<file path="config.mk">
export PLATFORM = sky130hd
export DESIGN_NAME = kcpe_sched
export DESIGN_NICKNAME = d
export VERILOG_FILES = /design/src/rtl/kcpe_sched.sv
export SDC_FILE = /design/constraint.sdc
export NUM_CORES = 1
export LEC_CHECK = 0
export BUFFER_PORTS_ARGS = -buffer_cell sky130_fd_sc_hd__clkbuf_2
export CORE_ASPECT_RATIO = 1.25
export CORE_MARGIN = 2
export CORE_UTILIZATION = 49
export CTS_BUF_LIST = sky130_fd_sc_hd__clkbuf_16
export CTS_CLUSTER_DIAMETER = 150
export DETAILED_ROUTE_END_ITERATION = 6
export MAX_ROUTING_LAYER = met4
export PLACE_DENSITY = 0.71
export SETUP_SLACK_MARGIN = 0.15
export SYNTH_ARGS = -nofsm -noshare
export SYNTH_HDL_FRONTEND = slang
export SYNTH_SLANG_ARGS = --single-unit
</file>
<file path="constraint.sdc">
create_clock -name clk -period 10.8 [get_ports clk]
set_input_delay 2.7 -clock clk [delete_from_list [all_inputs] [get_ports clk]]
set_output_delay 2.7 -clock clk [all_outputs]
set_load 0.1 [all_outputs]
</file>
<file path="src/rtl/kcpe_sched.sv">
// kcpe_sched: sequencing controller for the 3-channel / 4-kernel MAC array.
//
// For every output pixel it walks win*grp steps. Each step fetches data and
// weights, issues them to the array together with the running partial sum,
// and waits for all kernel lanes to return a new psum. Finished pixels are
// presented on a ready/valid port. Only one step is in flight at a time, so
// the psum fed back to the array is never stale.
//
// Optional build macro:
//   KCPE_SCHED_RELU_EN - clamp negative lanes of o_out_psum to zero.
//
// Ports:
//   clk, rst                        clock, synchronous active-high reset
//   i_start, i_cfg_*                job start pulse and job configuration
//   o_data_addr, o_weight_addr      buffer read addresses
//   o_rd_en                         buffer read strobe (data valid next cycle)
//   o_pe_data_val, o_pe_weight_val  operand valids to the array
//   o_pe_psum / i_pe_psum           psum to / from the array
//   i_pe_psum_val                   per-kernel psum valid from the array
//   o_out_psum, o_out_val, i_out_ready  finished pixel result handshake
//   o_busy, o_done                  status; o_done pulses once per job
//   o_err                           sticky error flags {2: start while busy,
//                                   1: psum timeout, 0: partial psum valid}
module kcpe_sched #(
    parameter int unsigned BIT_WIDTH  = 8,
    parameter int unsigned NUM_KERNEL = 4,
    parameter int unsigned ADDR_WIDTH = 12,
    parameter int unsigned REG_WIDTH  = 32,
    parameter int unsigned TIMEOUT    = 16
) (
    input  logic                            clk,
    input  logic                            rst,
    input  logic                            i_start,
    input  logic [7:0]                      i_cfg_win,
    input  logic [7:0]                      i_cfg_grp,
    input  logic [15:0]                     i_cfg_pix,
    input  logic [ADDR_WIDTH-1:0]           i_cfg_data_base,
    input  logic [ADDR_WIDTH-1:0]           i_cfg_pix_stride,
    output logic [ADDR_WIDTH-1:0]           o_data_addr,
    output logic [ADDR_WIDTH-1:0]           o_weight_addr,
    output logic                            o_rd_en,
    output logic                            o_pe_data_val,
    output logic                            o_pe_weight_val,
    output logic [BIT_WIDTH*NUM_KERNEL-1:0] o_pe_psum,
    input  logic [BIT_WIDTH*NUM_KERNEL-1:0] i_pe_psum,
    input  logic [NUM_KERNEL-1:0]           i_pe_psum_val,
    output logic [BIT_WIDTH*NUM_KERNEL-1:0] o_out_psum,
    output logic                            o_out_val,
    input  logic                            i_out_ready,
    output logic                            o_busy,
    output logic                            o_done,
    output logic [REG_WIDTH-1:0]            o_err
);

    localparam int unsigned PSUM_W = BIT_WIDTH * NUM_KERNEL;
    localparam int unsigned WCNT_W = $clog2(TIMEOUT + 1);

    typedef enum logic [2:0] {StIdle, StFetch, StIssue, StWait, StOut, StDone} state_e;

    state_e                state_q;
    logic [15:0]           steps_q;
    logic [15:0]           step_cnt_q;
    logic [15:0]           pix_q;
    logic [15:0]           pix_cnt_q;
    logic [ADDR_WIDTH-1:0] pix_base_q;
    logic [ADDR_WIDTH-1:0] stride_q;
    logic [PSUM_W-1:0]     acc_q;
    logic [WCNT_W-1:0]     wait_cnt_q;
    logic [2:0]            err_q;

    logic [15:0]           step_inc;
    logic [ADDR_WIDTH-1:0] next_pix_base;

    assign step_inc      = step_cnt_q + 16'd1;
    assign next_pix_base = pix_base_q + stride_q;
    assign o_busy        = (state_q != StIdle);
    assign o_err         = REG_WIDTH'(err_q);

    function automatic logic [PSUM_W-1:0] out_fmt(input logic [PSUM_W-1:0] v);
        logic [PSUM_W-1:0] r;
        r = v;
`ifdef KCPE_SCHED_RELU_EN
        for (int k = 0; k < NUM_KERNEL; k++) begin
            if (v[k*BIT_WIDTH + BIT_WIDTH - 1]) r[k*BIT_WIDTH +: BIT_WIDTH] = '0;
        end
`endif
        return r;
    endfunction

    // Outputs are registered: they are loaded on the transition into the
    // state that owns them, so they line up with that state's cycle.
    always_ff @(posedge clk) begin
        if (rst) begin
            state_q         <= StIdle;
            steps_q         <= '0;
            step_cnt_q      <= '0;
            pix_q           <= '0;
            pix_cnt_q       <= '0;
            pix_base_q      <= '0;
            stride_q        <= '0;
            acc_q           <= '0;
            wait_cnt_q      <= '0;
            err_q           <= '0;
            o_data_addr     <= '0;
            o_weight_addr   <= '0;
            o_rd_en         <= 1'b0;
            o_pe_data_val   <= 1'b0;
            o_pe_weight_val <= 1'b0;
            o_pe_psum       <= '0;
            o_out_psum      <= '0;
            o_out_val       <= 1'b0;
            o_done          <= 1'b0;
        end else begin
            o_rd_en         <= 1'b0;
            o_pe_data_val   <= 1'b0;
            o_pe_weight_val <= 1'b0;
            o_done          <= 1'b0;

            if (i_start && state_q != StIdle) err_q[2] <= 1'b1;

            unique case (state_q)
                StIdle: begin
                    if (i_start) begin
                        steps_q    <= 16'(i_cfg_win) * 16'(i_cfg_grp);
                        pix_q      <= i_cfg_pix;
                        stride_q   <= i_cfg_pix_stride;
                        pix_base_q <= i_cfg_data_base;
                        pix_cnt_q  <= '0;
                        step_cnt_q <= '0;
                        if (i_cfg_win == 8'd0 || i_cfg_grp == 8'd0 || i_cfg_pix == 16'd0) begin
                            state_q <= StDone;
                            o_done  <= 1'b1;
                        end else begin
                            state_q       <= StFetch;
                            o_rd_en       <= 1'b1;
                            o_data_addr   <= i_cfg_data_base;
                            o_weight_addr <= '0;
                        end
                    end
                end
                StFetch: begin
                    state_q         <= StIssue;
                    o_pe_data_val   <= 1'b1;
                    o_pe_weight_val <= 1'b1;
                    o_pe_psum       <= (step_cnt_q == 16'd0) ? '0 : acc_q;
                    wait_cnt_q      <= '0;
                end
                StIssue: begin
                    state_q <= StWait;
                end
                StWait: begin
                    if (&i_pe_psum_val) begin
                        acc_q <= i_pe_psum;
                        if (step_cnt_q == steps_q - 16'd1) begin
                            state_q    <= StOut;
                            o_out_val  <= 1'b1;
                            o_out_psum <= out_fmt(i_pe_psum);
                        end else begin
                            state_q       <= StFetch;
                            step_cnt_q    <= step_inc;
                            o_rd_en       <= 1'b1;
                            o_data_addr   <= pix_base_q + ADDR_WIDTH'(step_inc);
                            o_weight_addr <= ADDR_WIDTH'(step_inc);
                        end
                    end else begin
                        if (|i_pe_psum_val) err_q[0] <= 1'b1;
                        // TIMEOUT consecutive WAIT cycles without a full response
                        if (wait_cnt_q == WCNT_W'(TIMEOUT - 1)) begin
                            err_q[1] <= 1'b1;
                            state_q  <= StIdle;
                        end else begin
                            wait_cnt_q <= wait_cnt_q + 1'b1;
                        end
                    end
                end
                StOut: begin
                    if (i_out_ready) begin
                        o_out_val <= 1'b0;
                        if (pix_cnt_q == pix_q - 16'd1) begin
                            state_q <= StDone;
                            o_done  <= 1'b1;
                        end else begin
                            state_q       <= StFetch;
                            pix_cnt_q     <= pix_cnt_q + 16'd1;
                            pix_base_q    <= next_pix_base;
                            step_cnt_q    <= '0;
                            o_rd_en       <= 1'b1;
                            o_data_addr   <= next_pix_base;
                            o_weight_addr <= '0;
                        end
                    end
                end
                StDone: begin
                    state_q <= StIdle;
                end
                default: begin
                    state_q <= StIdle;
                end
            endcase
        end
    end

endmodule

</file>
-- Word-level counts from Yosys, hierarchy flattened
Index checks and enable logic that the tools add are counted.
- add/subtract/negate cells: 7
- $mul: 1
- divide/modulo/power cells: 0
- magnitude comparators: 0
- equal/unequal tests: 17
- shift operators: 0
- multiplexer cells: 54
- bitwise logic cells: 1
- reduce and logical (&&, ||, !) cells: 26
- operators with widths (kind ; number):
    $mux 12 ; 13
    $mux 16 ; 7
    $pmux 12 s3 ; 2
    $pmux 16 s3 ; 1
    $add 16x1->16 const B ; 2
    $eq 16x16->1 ; 2
    $logic_not 16->1 ; 2
    $mux 32 ; 1
    $pmux 16 s2 ; 1
    $sub 16x1->16 const B ; 2
    $add 12x12->12 ; 2
    $pmux 12 s2 ; 1
    $mux 3 ; 7
    $ne 2x2->1 const B ; 9
    $logic_not 8->1 ; 2
    $mul 8x8->16 ; 1
    $pmux 3 s5 ; 1
    $mux 1 ; 14
    $reduce_and 3->1 ; 4
    $reduce_and 4->1 ; 3
    $reduce_and 6->1 ; 2
    $mux 5 ; 2
    $pmux 5 s2 ; 1
    $reduce_and 7->1 ; 1
    17 further kinds ; 23
- register bits after elaboration: 223
- bits in latches: 0
- RAM bits: 0
- bits in read-only memories: 0
- output and inout bits: 126
- memories kept: 0

-- Logic depth before layout (Yosys ltp)
Gate-level depths: netlist (run 1).
- depth after elaboration: 6
- mapped depth: 18
- gate-level depth less buffers: 18

-- Worst setup path before layout (run 1)
OpenSTA, ideal clock, no wires.
- path type: in2reg
- from: input i_cfg_grp[4]
- to: register steps_q[13]
- arrival: 6.393 ns
- required time: 10.730 ns
- slack: 4.337 ns
- cell stages on the path: 16
- path buffers: 0
- path through: and2_1 -> fa_1 -> fa_1 -> inv_1 -> fa_1 -> fa_1 -> inv_1 -> ha_1 -> o21ai_0 -> nand2b_1 -> a21o_1 -> a31o_2 -> a211oi_1 -> xnor2_1 -> nand2_1 -> a21oi_1
- cells in the longest elaborated chain, start to end: 1
- ends and longest elaborated chain (element ; RTL line ; RTL):
    start, declared ; 35 ; input logic [7:0] i_cfg_grp,
    $mul 8x8->16 ; 124 ; steps_q <= 16'(i_cfg_win) * 16'(i_cfg_grp);
    end signal, assigned ; 124 ;
    end, declared ; 61 ; logic [15:0] steps_q;
No other way between the ends.
A chain may end at the register's enable or synchronous reset.

-- Final worst setup path (run 1)
- from: input i_cfg_win[1]
- to: register steps_q[14]
- cells in the longest elaborated chain, start to end: 1
- ends and longest elaborated chain (element ; RTL line ; RTL):
    start, declared ; 34 ; input logic [7:0] i_cfg_win,
    $mul 8x8->16 ; 124 ;
No other way between the ends.

==> key figures, run 1 <==
Setup path
  • Crit Path Class: in2reg
  • CP Max Fanout: 9
  • Reg2Reg Depth: 12
  • R2r setup slk: slightly above 7 ns
  • Worst EP arrival: just under 7 ns
  • Crit path launch type: input port
  • CP Data Required Time: 11.22 ns
  • Nature of the critical path endpoint: flop
  • Worst r2r src: pix_q[0]
  • R2R Path End: step_cnt_q[5]

Clocking
  • Clk sinks: 223
  • Root buffer cell: clkbuf_16
  • Hold buffer count at cts: 0
  • Post-CTS setup buffers: 0
  • Clock transition at path regs: roughly 0.060 ns
  • CTS Buf Count: 24
  • Post-cts repair resize count: 0
  • H-tree lvl count: 1
  • Longest Clk Path Bufs: 3
  • Skew-Pair Late Insertion Delay: between 0.5 and 0.6 ns
  • Clock tree from TritonCTS: built

STA
  • Fin Clk Skew: around 0.010 ns
  • Max Fclk: between 0.15 and 0.2 GHz
  • Endpoints failing setup: 0
  • Final Hold Fails: 0
  • Slew headroom: 0.4202
  • Unrepaired setup endpoints after global routing: no
  • Fin. max-slew vios: 0
  • Post-layout worst setup margin: roughly 4.5 ns
  • Final worst path period share: 0.5852
  • Final TNS setup: 0 ns
  • Min Tclk post-route: between 6 and 7 ns
  • Worst slew pin tran: 0.8698 ns

Yosys
  • Yosys warns: 0
  • Seq/Total Area, Yosys: 0.3368
  • Number of synthesized register bits: 223
  • Asr flop ratio synth: 0
  • Synth unique cells: 82
  • Post-synth EDFFs: 0
  • Synthesized area: between 10,000 and 15,000 um2
  • Synth Flop Type: dfxtp_1
  • Cells after Synth: around 1,600
  • Post-synthesis area per instance: roughly 8.5 um2

Placed design
  • Port Buffer Count: between 150 and 200
  • Pre-CTS setup slack: between 3 and 4 ns
  • GP Congestion: a little under 0.9
  • Final HPWL DP: between 20,000 and 25,000 um

Cells and area
  • Share of post-route cells with drive strength above 1: 0.1609
  • Most common cell after layout, fill and taps aside: nand2_1
  • Nets: 1,897
  • Area Overhead vs Synth: 13.72%
  • ANT cells: 0
  • Final Util: 0.5636
  • Highest-count cells in the layout ignoring fill and taps: 229 x nand2_1, 223 x dfxtp_1, 191 x clkbuf_2, 125 x nor2_1, 115 x a21oi_1
  • Fill cells: around 2,500
  • FF/Latch Area: roughly 4500 um2
  • Multi-input logic area: 8050 um2

Detailed routing
  • Via density per instance: 5.516
  • Vias: about 11,000
  • DR pass1 iterations: 5
  • DRC violations left: 0
  • Starting DRT DRC Count: 576
  • DR WL/cell: 16.42 um
  • WL final: approximately 34,000 um
  • ANT nets after route: 0

Floorplan
  • Ports: about 220
  • Initial core utilization: 0.4956
  • Die Area: approximately 28,000 um2
  • Die Ht: around 190 um
  • Core ar.: between 20,000 and 30,000 um2
  • Die width: around 150 um
  • # rows: 67

GRT
  • Largest net degree at the start of global routing: between 100 and 150
  • Gr usage total: 0.2428
  • Gr ovfl total: 0
  • Vias in the first global route: around 11,000
  • First-pass GRT wire length: around 54,000 um
  • Initial antenna violation count: 0

Pwr
  • Leakage power: ~0.0067 uW
  • Cell area power density: around 170 nW/um2
  • Maximum VDD drop: about 0.11 mV
  • Power, Total: roughly 2600 uW

Job
  • Max_cap viols: 0

Status
  • Status: completed

Hold path
  • Hold Path Depth: 2
  • Startpoint of the worst hold path: o_weight_addr[1]
  • Hold EP: o_weight_addr[1]
  • Hold crit path type: reg2reg
==> area by class of cell <==
class / count / share of cell area
flip-flops and latches: 223 / 0.2962
clock buffers: 24 / 0.03985
well taps: 345 / 0.02864
repair buffers: 202 / 0.06915
multi-input cells: 1178 / 0.5341
clock inverters: 19 / 0.01486
inverters: 69 / 0.01718
==> registers in the layout (all words and copies together) (netlist names), 3 cells and up <==
name           cells
stride_q          12
pix_q             16
steps_q           16
o_pe_psum         32
acc_q             32
pix_base_q        12
o_data_addr       12
o_weight_addr     12
o_out_psum        32
wait_cnt_q         5
state_q            3
step_cnt_q        16
pix_cnt_q         16
err_q              3
==> kinds of logic (layout without fill, tap and decap cells) <==
logic type      after synthesis  count (layout)  share of synthesized area
simple gates                621             621                     0.2309
compound gates              281             281                     0.1455
flops                       223             223                     0.3368
buf+inv                     182             314                    0.06589
fa+ha+maj                   103             103                     0.1188
xor+xnor                     84              84                    0.05608
mux                          60              60                    0.04578
other cells                   1              29                  0.0002829
==> worst max path at each step <==
stage / cells past startpoint / to / slack, ns / start
2_1_floorplan: 16 / steps_q[13] / 4.34 / i_cfg_grp[4]
3_5_place_dp: 16 / steps_q[14] / 3.90 / i_cfg_win[1]
4_1_cts: 16 / steps_q[14] / 4.45 / i_cfg_win[1]
3_3_place_gp: 16 / steps_q[14] / 3.96 / i_cfg_win[1]
6_report: 16 / steps_q[14] / 4.48 / i_cfg_win[1]
5_1_grt: 16 / steps_q[14] / 4.13 / i_cfg_win[1]
==> synth_stat cells (all sizes together), types with 6 or more instances <==
library cell | n | area share
a21oi | 116 | 0.044
mux2i | 55 | 0.042
nor3b | 6 | 0.0038
nor2b | 15 | 0.0071
nor4 | 22 | 0.014
nand3b | 8 | 0.0045
nand4 | 21 | 0.010
nand3 | 37 | 0.016
and3 | 16 | 0.0076
nand2 | 229 | 0.065
nor3 | 35 | 0.014
a31oi | 6 | 0.0051
o21ai | 24 | 0.0091
xnor2 | 57 | 0.038
a211oi | 11 | 0.0066
and2 | 65 | 0.031
xor2 | 27 | 0.018
o211ai | 12 | 0.0072
a21o | 10 | 0.0057
o21a | 11 | 0.0062
nor2 | 127 | 0.036
or3 | 11 | 0.0052
clkbuf | 61 | 0.017
inv | 69 | 0.020
a311oi | 10 | 0.0066
dfxtp | 223 | 0.34
nand2b | 10 | 0.0047
ha | 65 | 0.061
buf | 52 | 0.029
fa | 38 | 0.057
or4 | 7 | 0.0040
o31ai | 6 | 0.0034
a22o | 33 | 0.022
==> metrics by stage <==
stage                     cell area, um2  hold WS [ns]  std cells
after floorplan                    13360        0.4360       1583
after global placement             14250        0.4395       2017
after detailed placement           14250        0.4459       2017
after CTS                          15070        0.4546       2060
after global routing               15070        0.4660       2060
final                              15070        0.4518       2060
==> power breakdown <==
part           internal (uW)  switching (uW)  leakage, uW
clock                    524             342     0.000413
combinational            308             524      0.00451
sequential               865            57.7      0.00181
==> metal layers <==
layer,GRT usage,vias up,share of wire
li1,-,5604,-
met1,0.2757,5436,0.40
met2,0.4404,246,0.53
met3,0.02068,76,0.039
met4,0.08771,0,0.034
met5,-,-,0
==> worst max-delay path, cell delays in order <==
cell and delay, ns:
clkbuf_2 0.15, and2_1 0.20, fa_1 0.51, fa_1 0.55
fa_1 0.55, inv_1 0.05, fa_1 0.52, inv_1 0.04
ha_1 0.35, a21oi_1 0.14, o21ai_0 0.12, a211oi_1 0.36
o21bai_1 0.11, a21oi_1 0.19, or4_1 0.13, nand3_1 0.06
Power figures use the tool's default switching activity.
==> run 2, diff against run 1 <==
--- a/config.mk
+++ b/config.mk
@@ -13,7 +13,7 @@
 export CTS_CLUSTER_DIAMETER = 150
 export DETAILED_ROUTE_END_ITERATION = 6
 export MAX_ROUTING_LAYER = met4
-export PLACE_DENSITY = 0.71
+export PLACE_DENSITY = 0.74
 export SETUP_SLACK_MARGIN = 0.15
 export SYNTH_ARGS = -nofsm -noshare
 export SYNTH_HDL_FRONTEND = slang
==> constraint.sdc (replaced) <==
create_clock -name clk -period 5.4 [get_ports clk]
set_input_delay 1.35 -clock clk [delete_from_list [all_inputs] [get_ports clk]]
set_output_delay 1.35 -clock clk [all_outputs]
set_load 0.1 [all_outputs]
==> run 2 against run 1 <==
Against the previous run:
- count of clock-buffer cells in the layout decreased by 1
- power increased by 95%
- highest routed layer unchanged
- wire length increased by 0.17%
- first-iteration DRC count decreased by 7.8%
- critical path depth unchanged
- non-clock buffer count increased by 17
- register-to-register slack got worse by 5.4 ns
- critical endpoint unchanged
- die area unchanged
- global-route usage decreased by 0.14 points
- cell count increased by 0.73%
- sequential power increased by 100%
==> key figures, run 2 (same netlist as run 1, synthesis figures left out) <==
Cells and area
  • Nets: 1,913 (+0.84%)
  • Final Util: 0.5648 (+0.001170)
  • Area Overhead vs Synth: 13.95%
  • ANT cells: 0 (unchanged)
  • Most common cell after layout, fill and taps aside: nand2_1
  • Highest-count cells in the layout ignoring fill and taps: 229 x nand2_1, 223 x dfxtp_1, 191 x clkbuf_2, 125 x nor2_1, 115 x a21oi_1
  • Share of post-route cells with drive strength above 1: 0.1688 (+0.007853)
  • Top Registers: acc_q (32), o_out_psum (32), o_pe_psum (32)

Setup path
  • Critical path endpoint: steps_q[14]
  • Reg2Reg Depth: 12 (unchanged)
  • R2r setup slk: 1.69 ns (-5.35 ns)
  • R2R Path End: o_data_addr[11]
  • Crit Path Class: in2reg
  • Slowest cell on the critical path: fa_1
  • Crit-path most repeated cell: fa_1
  • CP Data Required Time: 5.88 ns (-5.34 ns)
  • Max stage delay on crit path: 0.55 ns (about the same)
  • Crit path launch type: input port
  • CP Max Fanout: 6 (-3)
  • CP Cell Sequence: clkbuf_2 -> and2_1 -> fa_1 -> fa_1 -> fa_1 -> inv_1 -> fa_1 -> inv_1 -> ha_1 -> nand2_1 -> o21ai_0 -> a211oi_1 -> o21bai_1 -> a21oi_1 -> or4_1 -> nand3_1
  • Worst EP arrival: 5.40 ns (-1.34 ns)
  • Worst r2r src: step_cnt_q[0]
  • Nature of the critical path endpoint: flop
  • Critical Path Start: i_cfg_win[1]

GRT
  • First-pass GRT wire length: 54,280 um (-0.24%)
  • Initial antenna violation count: 0 (unchanged)
  • Largest net degree at the start of global routing: 81 (-24%)
  • Vias in the first global route: 11,046 (+1.5%)
  • Gr usage total: 0.2414 (-0.001428)
  • Gr ovfl total: 0 (unchanged)

Floorplan
  • Ports: 222 (unchanged)
  • Die Ht: 187.9 um (unchanged)
  • Die width: 151.1 um (unchanged)
  • Die Area: 28,390 um2 (unchanged)
  • Core ar.: 26,740 um2 (unchanged)
  • Initial core utilization: 0.4956 (unchanged)
  • # rows: 67 (unchanged)

Detailed routing
  • DR top layer: met4
  • ANT nets after route: 0 (unchanged)
  • Met2 WL post-DR: 17,210 um (-3.6%)
  • Via density per instance: 5.493 (-0.41%)
  • DRC violations left: 0 (unchanged)
  • WL final: 33,880 um (+0.17%)
  • DR pass1 iterations: 5 (unchanged)
  • Vias: 11,398 (+0.32%)
  • DR WL/cell: 16.33 um (-0.56%)
  • Met1 Wirelength: 13,400 um (-0.73%)
  • Met3 WL: 1690 um (+29%)
  • Starting DRT DRC Count: 531 (-7.8%)

Clocking
  • Hold buffer count at cts: 0 (unchanged)
  • Clock transition at path regs: 0.06 ns (about the same)
  • Clock tree from TritonCTS: built
  • Clk sinks: 223 (unchanged)
  • Root buffer cell: clkbuf_16
  • Longest Clk Path Bufs: 3 (unchanged)
  • Post-cts repair resize count: 0 (unchanged)
  • H-tree lvl count: 1 (unchanged)
  • CTS Buf Count: 23 (-4.2%)
  • Post-CTS setup buffers: 0 (unchanged)
  • Skew-Pair Late Insertion Delay: 0.53 ns (about the same)

Pwr
  • Maximum VDD drop: 0.2076 mV (+84%)
  • Cell area power density: 338.3 nW/um2 (+95%)
  • Clock network power share: 0.306 (-0.024)
  • Leakage power: 0.006774 uW (+0.66%)
  • Combinational share of power: 0.333 (+0.015)
  • Sequential power share: 0.361 (+0.009)
  • Net Sw Frac: 0.3631 (+0.01040)
  • Power, Total: 5109 uW (+95%)
  • Internal power: 3254 uW (+92%)
  • Switch Pwr: 1855 uW (+100%)

STA
  • Final TNS setup: 0 ns (unchanged)
  • Fin Clk Skew: 0.01153 ns (+0.001210 ns)
  • Final worst path period share: 0.9124
  • Endpoints failing setup: 0 (unchanged)
  • Min Tclk post-route: 4.927 ns
  • Worst slew pin tran: 0.8660 ns (-0.003756 ns)
  • Slew headroom: 0.4227 (+0.002505)
  • Fin. max-slew vios: 0 (unchanged)
  • Max Fclk: just over 0.2 GHz
  • Final Hold Fails: 0 (unchanged)
  • Unrepaired setup endpoints after global routing: no
  • Post-layout worst setup margin: 0.4728 ns (-4.007 ns)

Placed design
  • GP Congestion: 0.8764 (-1.5%)
  • Final HPWL DP: 25,050 um (+1.1%)
  • Pre-CTS setup slack: -0.1031 ns (-4.005 ns)
  • Port Buffer Count: 192 (unchanged)

Job
  • Max_cap viols: 0 (unchanged)

Status
  • Status: completed

Hold path
  • Hold crit path type: reg2reg
  • Hold Path Depth: 2 (unchanged)
## run 2: changes by cell type in the layout (fill, tap and decap cells not counted), sizes merged
| cell | change |
|---|---|
| buf | +17 |
| bufinv | -3 |
| inv | +3 |
| clkbuf | -1 |
| clkinv | -1 |
## run 2: area by class of cell
class / instances / area [um2]
Clock buffer: 23 / 575.6
Clock inverter: 18 / 152.6
Fill cell: 2464 / 11640
Inverter: 69 / 259.0
Multi-Input combinational cell: 1178 / 8050
Sequential cell: 223 / 4464
Tap cell: 345 / 431.7
Timing Repair Buffer: 219 / 1170
## run 2: worst min path at each step
stage,startpoint,to,slack [ns]
after floorplan,acc_q[0],acc_q[0],0.44
after global placement,o_weight_addr[1],o_weight_addr[1],0.44
after detailed placement,acc_q[22],acc_q[22],0.45
after CTS,acc_q[22],acc_q[22],0.45
after global routing,o_weight_addr[8],o_weight_addr[8],0.47
final,acc_q[22],acc_q[22],0.45
## run 2: metrics by stage
| stage | hold WS (ns) | instance area (um2) | instances |
|---|---|---|---|
| global route | 0.4679 | 15100 | 2075 |
| global placement | 0.4405 | 14380 | 2034 |
| detailed placement | 0.4470 | 14380 | 2034 |
| CTS | 0.4547 | 15100 | 2075 |
| floorplan | 0.4360 | 13360 | 1583 |
| finish | 0.4537 | 15100 | 2075 |
## run 2: critical path, delay by kind of cell
family	cells	cell delay (ns)
AO/OA/AOI/OAI	4	0.61
buffers and inverters	3	0.23
adder cells (fa/ha/maj)	5	2.45
AND/OR/NAND/NOR	4	0.75
## run 2: power groups by stage
stage                     Sequential (uW)  Clock (uW)  Combinational, uW
after floorplan                      1960           0               1280
after global placement               1880           0               1660
after detailed placement             1880           0               1700
after CTS                            1840        1590               1710
after global routing                 1860        1660               1900
final                                1840        1560               1700
## run 2: layer usage
| layer | vias to the layer above | track usage |
|---|---|---|
| met3 | 110 | 0.02920 |
| met4 | 0 | 0.1057 |
| met1 | 5375 | 0.2695 |
| met5 | - | - |
| met2 | 292 | 0.4276 |
| li1 | 5621 | - |
==> run 3, diff against run 2 <==
--- a/config.mk
+++ b/config.mk
@@ -8,12 +8,11 @@
 export BUFFER_PORTS_ARGS = -buffer_cell sky130_fd_sc_hd__clkbuf_2
 export CORE_ASPECT_RATIO = 1.25
 export CORE_MARGIN = 2
-export CORE_UTILIZATION = 49
+export CORE_UTILIZATION = 30
 export CTS_BUF_LIST = sky130_fd_sc_hd__clkbuf_16
 export CTS_CLUSTER_DIAMETER = 150
 export DETAILED_ROUTE_END_ITERATION = 6
 export MAX_ROUTING_LAYER = met4
-export PLACE_DENSITY = 0.74
 export SETUP_SLACK_MARGIN = 0.15
 export SYNTH_ARGS = -nofsm -noshare
 export SYNTH_HDL_FRONTEND = slang
==> run 3 against run 2 <==
Against the previous run:
- critical path depth is the same
- count of clock-buffer cells in the layout unchanged
- power fell by 2.2%
- combinational power is essentially flat
- largest cell class unchanged
- largest power group unchanged
- highest routed layer unchanged
==> key figures, run 3 (same netlist as run 1, synthesis figures left out) <==
Pwr
  • Power, Total: 4996 uW (-2.2%)
  • Combinational share of power: 0.340 (+0.007)
  • Cell area power density: 326.5 nW/um2 (-3.5%)
  • Switch Pwr: 1847 uW (-0.42%)
  • Net Sw Frac: 0.3697 (+0.006653)
  • Clock network power share: 0.293 (-0.013)
  • Internal power: 3149 uW (-3.2%)
  • Sequential power share: 0.368 (+0.007)
  • Leakage power: 0.006724 uW (-0.75%)
  • Maximum VDD drop: 0.1875 mV (-9.7%)

Clocking
  • Longest Clk Path Bufs: 3 (unchanged)
  • Clock tree from TritonCTS: built
  • Skew-Pair Late Insertion Delay: 0.53 ns (about the same)
  • Post-cts repair resize count: 0 (unchanged)
  • Hold buffer count at cts: 0 (unchanged)
  • Post-CTS setup buffers: 0 (unchanged)
  • H-tree lvl count: 1 (unchanged)
  • CTS Buf Count: 23 (unchanged)
  • Root buffer cell: clkbuf_16
  • Clk sinks: 223 (unchanged)
  • Clock transition at path regs: 0.06 ns (about the same)

Cells and area
  • Share of post-route cells with drive strength above 1: 0.1644 (-0.004339)
  • Highest-count cells in the layout ignoring fill and taps: 229 x nand2_1, 223 x dfxtp_1, 191 x clkbuf_2, 125 x nor2_1, 115 x a21oi_1
  • Area Overhead vs Synth: 15.46%
  • Top Registers: acc_q (32), o_out_psum (32), o_pe_psum (32)
  • Final std cells w/o fill: 2,299 (+11%)
  • Fill cells: 4,630 (+88%)
  • Most common cell after layout, fill and taps aside: nand2_1
  • ANT cells: 0 (unchanged)
  • Nets: 1,911 (-0.10%)

GRT
  • First-pass GRT wire length: 56,750 um (+4.6%)
  • Gr ovfl total: 0 (unchanged)
  • Vias in the first global route: 10,766 (-2.5%)
  • Largest net degree at the start of global routing: 117 (+44%)
  • Gr usage total: 0.1564 (-0.08502)
  • Initial antenna violation count: 0 (unchanged)

Detailed routing
  • DRC violations left: 0 (unchanged)
  • WL final: 35,800 um (+5.7%)
  • DR WL/cell: 15.57 um (-4.6%)
  • Starting DRT DRC Count: 615 (+16%)
  • ANT nets after route: 0 (unchanged)
  • Via density per instance: 4.873 (-11%)
  • Vias: 11,204 (-1.7%)
  • DR pass1 iterations: 5 (unchanged)

Floorplan
  • Initial core utilization: 0.3019 (-0.1937)
  • Ports: 222 (unchanged)
  • Die Area: 45,890 um2 (+62%)
  • Die Ht: 239 um (+27%)
  • Die width: 192 um (+27%)
  • Core ar.: 43,900 um2 (+64%)
  • # rows: 86 (+28%)

Setup path
  • Worst path top cell family by delay: adder cells
  • CP Cell Sequence: clkbuf_2 -> and2_1 -> fa_1 -> fa_1 -> fa_1 -> inv_1 -> fa_1 -> inv_1 -> ha_1 -> nand2_1 -> o21ai_0 -> a211oi_1 -> o21bai_1 -> a21oi_1 -> or4_1 -> nand3_1
  • Crit path launch type: input port
  • Max stage delay on crit path: 0.54 ns (about the same)
  • CP Max Fanout: 6 (unchanged)
  • Slowest cell on the critical path: fa_1
  • Crit Path Class: in2reg
  • Buf/Inv on CP: 3 (unchanged)
  • Nature of the critical path endpoint: flop
  • CP Data Required Time: 5.87 ns (about the same)
  • Crit-path most repeated cell: fa_1
  • Worst EP arrival: 5.35 ns (-0.05 ns)

Placed design
  • Pre-CTS setup slack: -0.03540 ns (+0.06772 ns)
  • Placed insts: 2,259 (+11%)
  • Port Buffer Count: 192 (unchanged)
  • GP Congestion: 0.8328 (-5.0%)
  • Final HPWL DP: 26,480 um (+5.7%)

STA
  • Worst slew pin tran: 0.9800 ns (+0.1140 ns)
  • Max Fclk: 0.2047 GHz (+0.87%)
  • Final worst path period share: 0.9045 (-0.007902)
  • Fin Clk Skew: 0.01354 ns (+0.002005 ns)
  • Post-layout worst setup margin: 0.5155 ns (+0.04267 ns)
  • Fin. max-slew vios: 0 (unchanged)
  • Unrepaired setup endpoints after global routing: no
  • Final Hold Fails: 0 (unchanged)
  • Final TNS setup: 0 ns (unchanged)
  • Slew headroom: 0.3467 (-0.07601)
  • Endpoints failing setup: 0 (unchanged)
  • Min Tclk post-route: 4.885 ns (-0.04267 ns)

Status
  • Status: completed

Job
  • Max_cap viols: 0 (unchanged)

Hold path
  • Hold crit path type: reg2reg
## run 3: changes by cell type in the layout (fill, tap and decap cells not counted)
cell       delta
bufinv_16     -2
inv_16        -1
clkinv_2      -5
clkinv_1      +5
clkinv_4      +2
buf_4         -2
## run 3: area by class of cell
cell class	instances	area, um2	share of cell area
clock buffer	23	575.6	0.03761
clock inverter	17	83.83	0.005478
inverter	69	259.0	0.01692
multi-input combinational	1178	8050	0.5260
sequential	223	4464	0.2917
tap	572	715.7	0.04677
timing repair buffer	217	1155	0.07546
## run 3: stage by stage
step	cell area [um2]	util	hold WS (ns)
3_3_place_gp	14640	0.3336	0.4415
3_5_place_dp	14640	0.3336	0.4438
5_1_grt	15300	0.3486	0.4735
6_report	15300	0.3486	0.4532
4_1_cts	15300	0.3486	0.4531
2_1_floorplan	13360	-	0.4360
## run 3: power by group through the flow
| stage | sequential [uW] | clock (uW) | combinational (uW) |
|---|---|---|---|
| 2_1_floorplan | 1960 | 0 | 1280 |
| 3_3_place_gp | 1870 | 0 | 1680 |
| 3_5_place_dp | 1870 | 0 | 1700 |
| 4_1_cts | 1840 | 1510 | 1710 |
| 5_1_grt | 1850 | 1570 | 1890 |
| 6_report | 1840 | 1460 | 1700 |
## run 3: tightest hold or removal path: stages, from the launching register on
cell     delay, ns
dfxtp_1       0.31
nand2_1       0.05
a21oi_1       0.05
## run 3: path summary, 6_finish.rpt
check / startpoint / to / slack [ns] / cells past startpoint
min reg2reg: acc_q[8] / acc_q[8] / 0.45 / 2
max reg2reg: pix_q[2] / step_cnt_q[13] / 1.68 / 9
max: i_cfg_win[1] / steps_q[14] / 0.52 / 16
min: acc_q[8] / acc_q[8] / 0.45 / 2
## run 3: metal layers
layer / up-vias / wire [um] / track usage
li1: 5627 / - / -
met2: 214 / 18000 / 0.2762
met4: 0 / 1062 / 0.05205
met3: 56 / 1409 / 0.01585
met1: 5307 / 15320 / 0.1847
met5: - / 0 / -
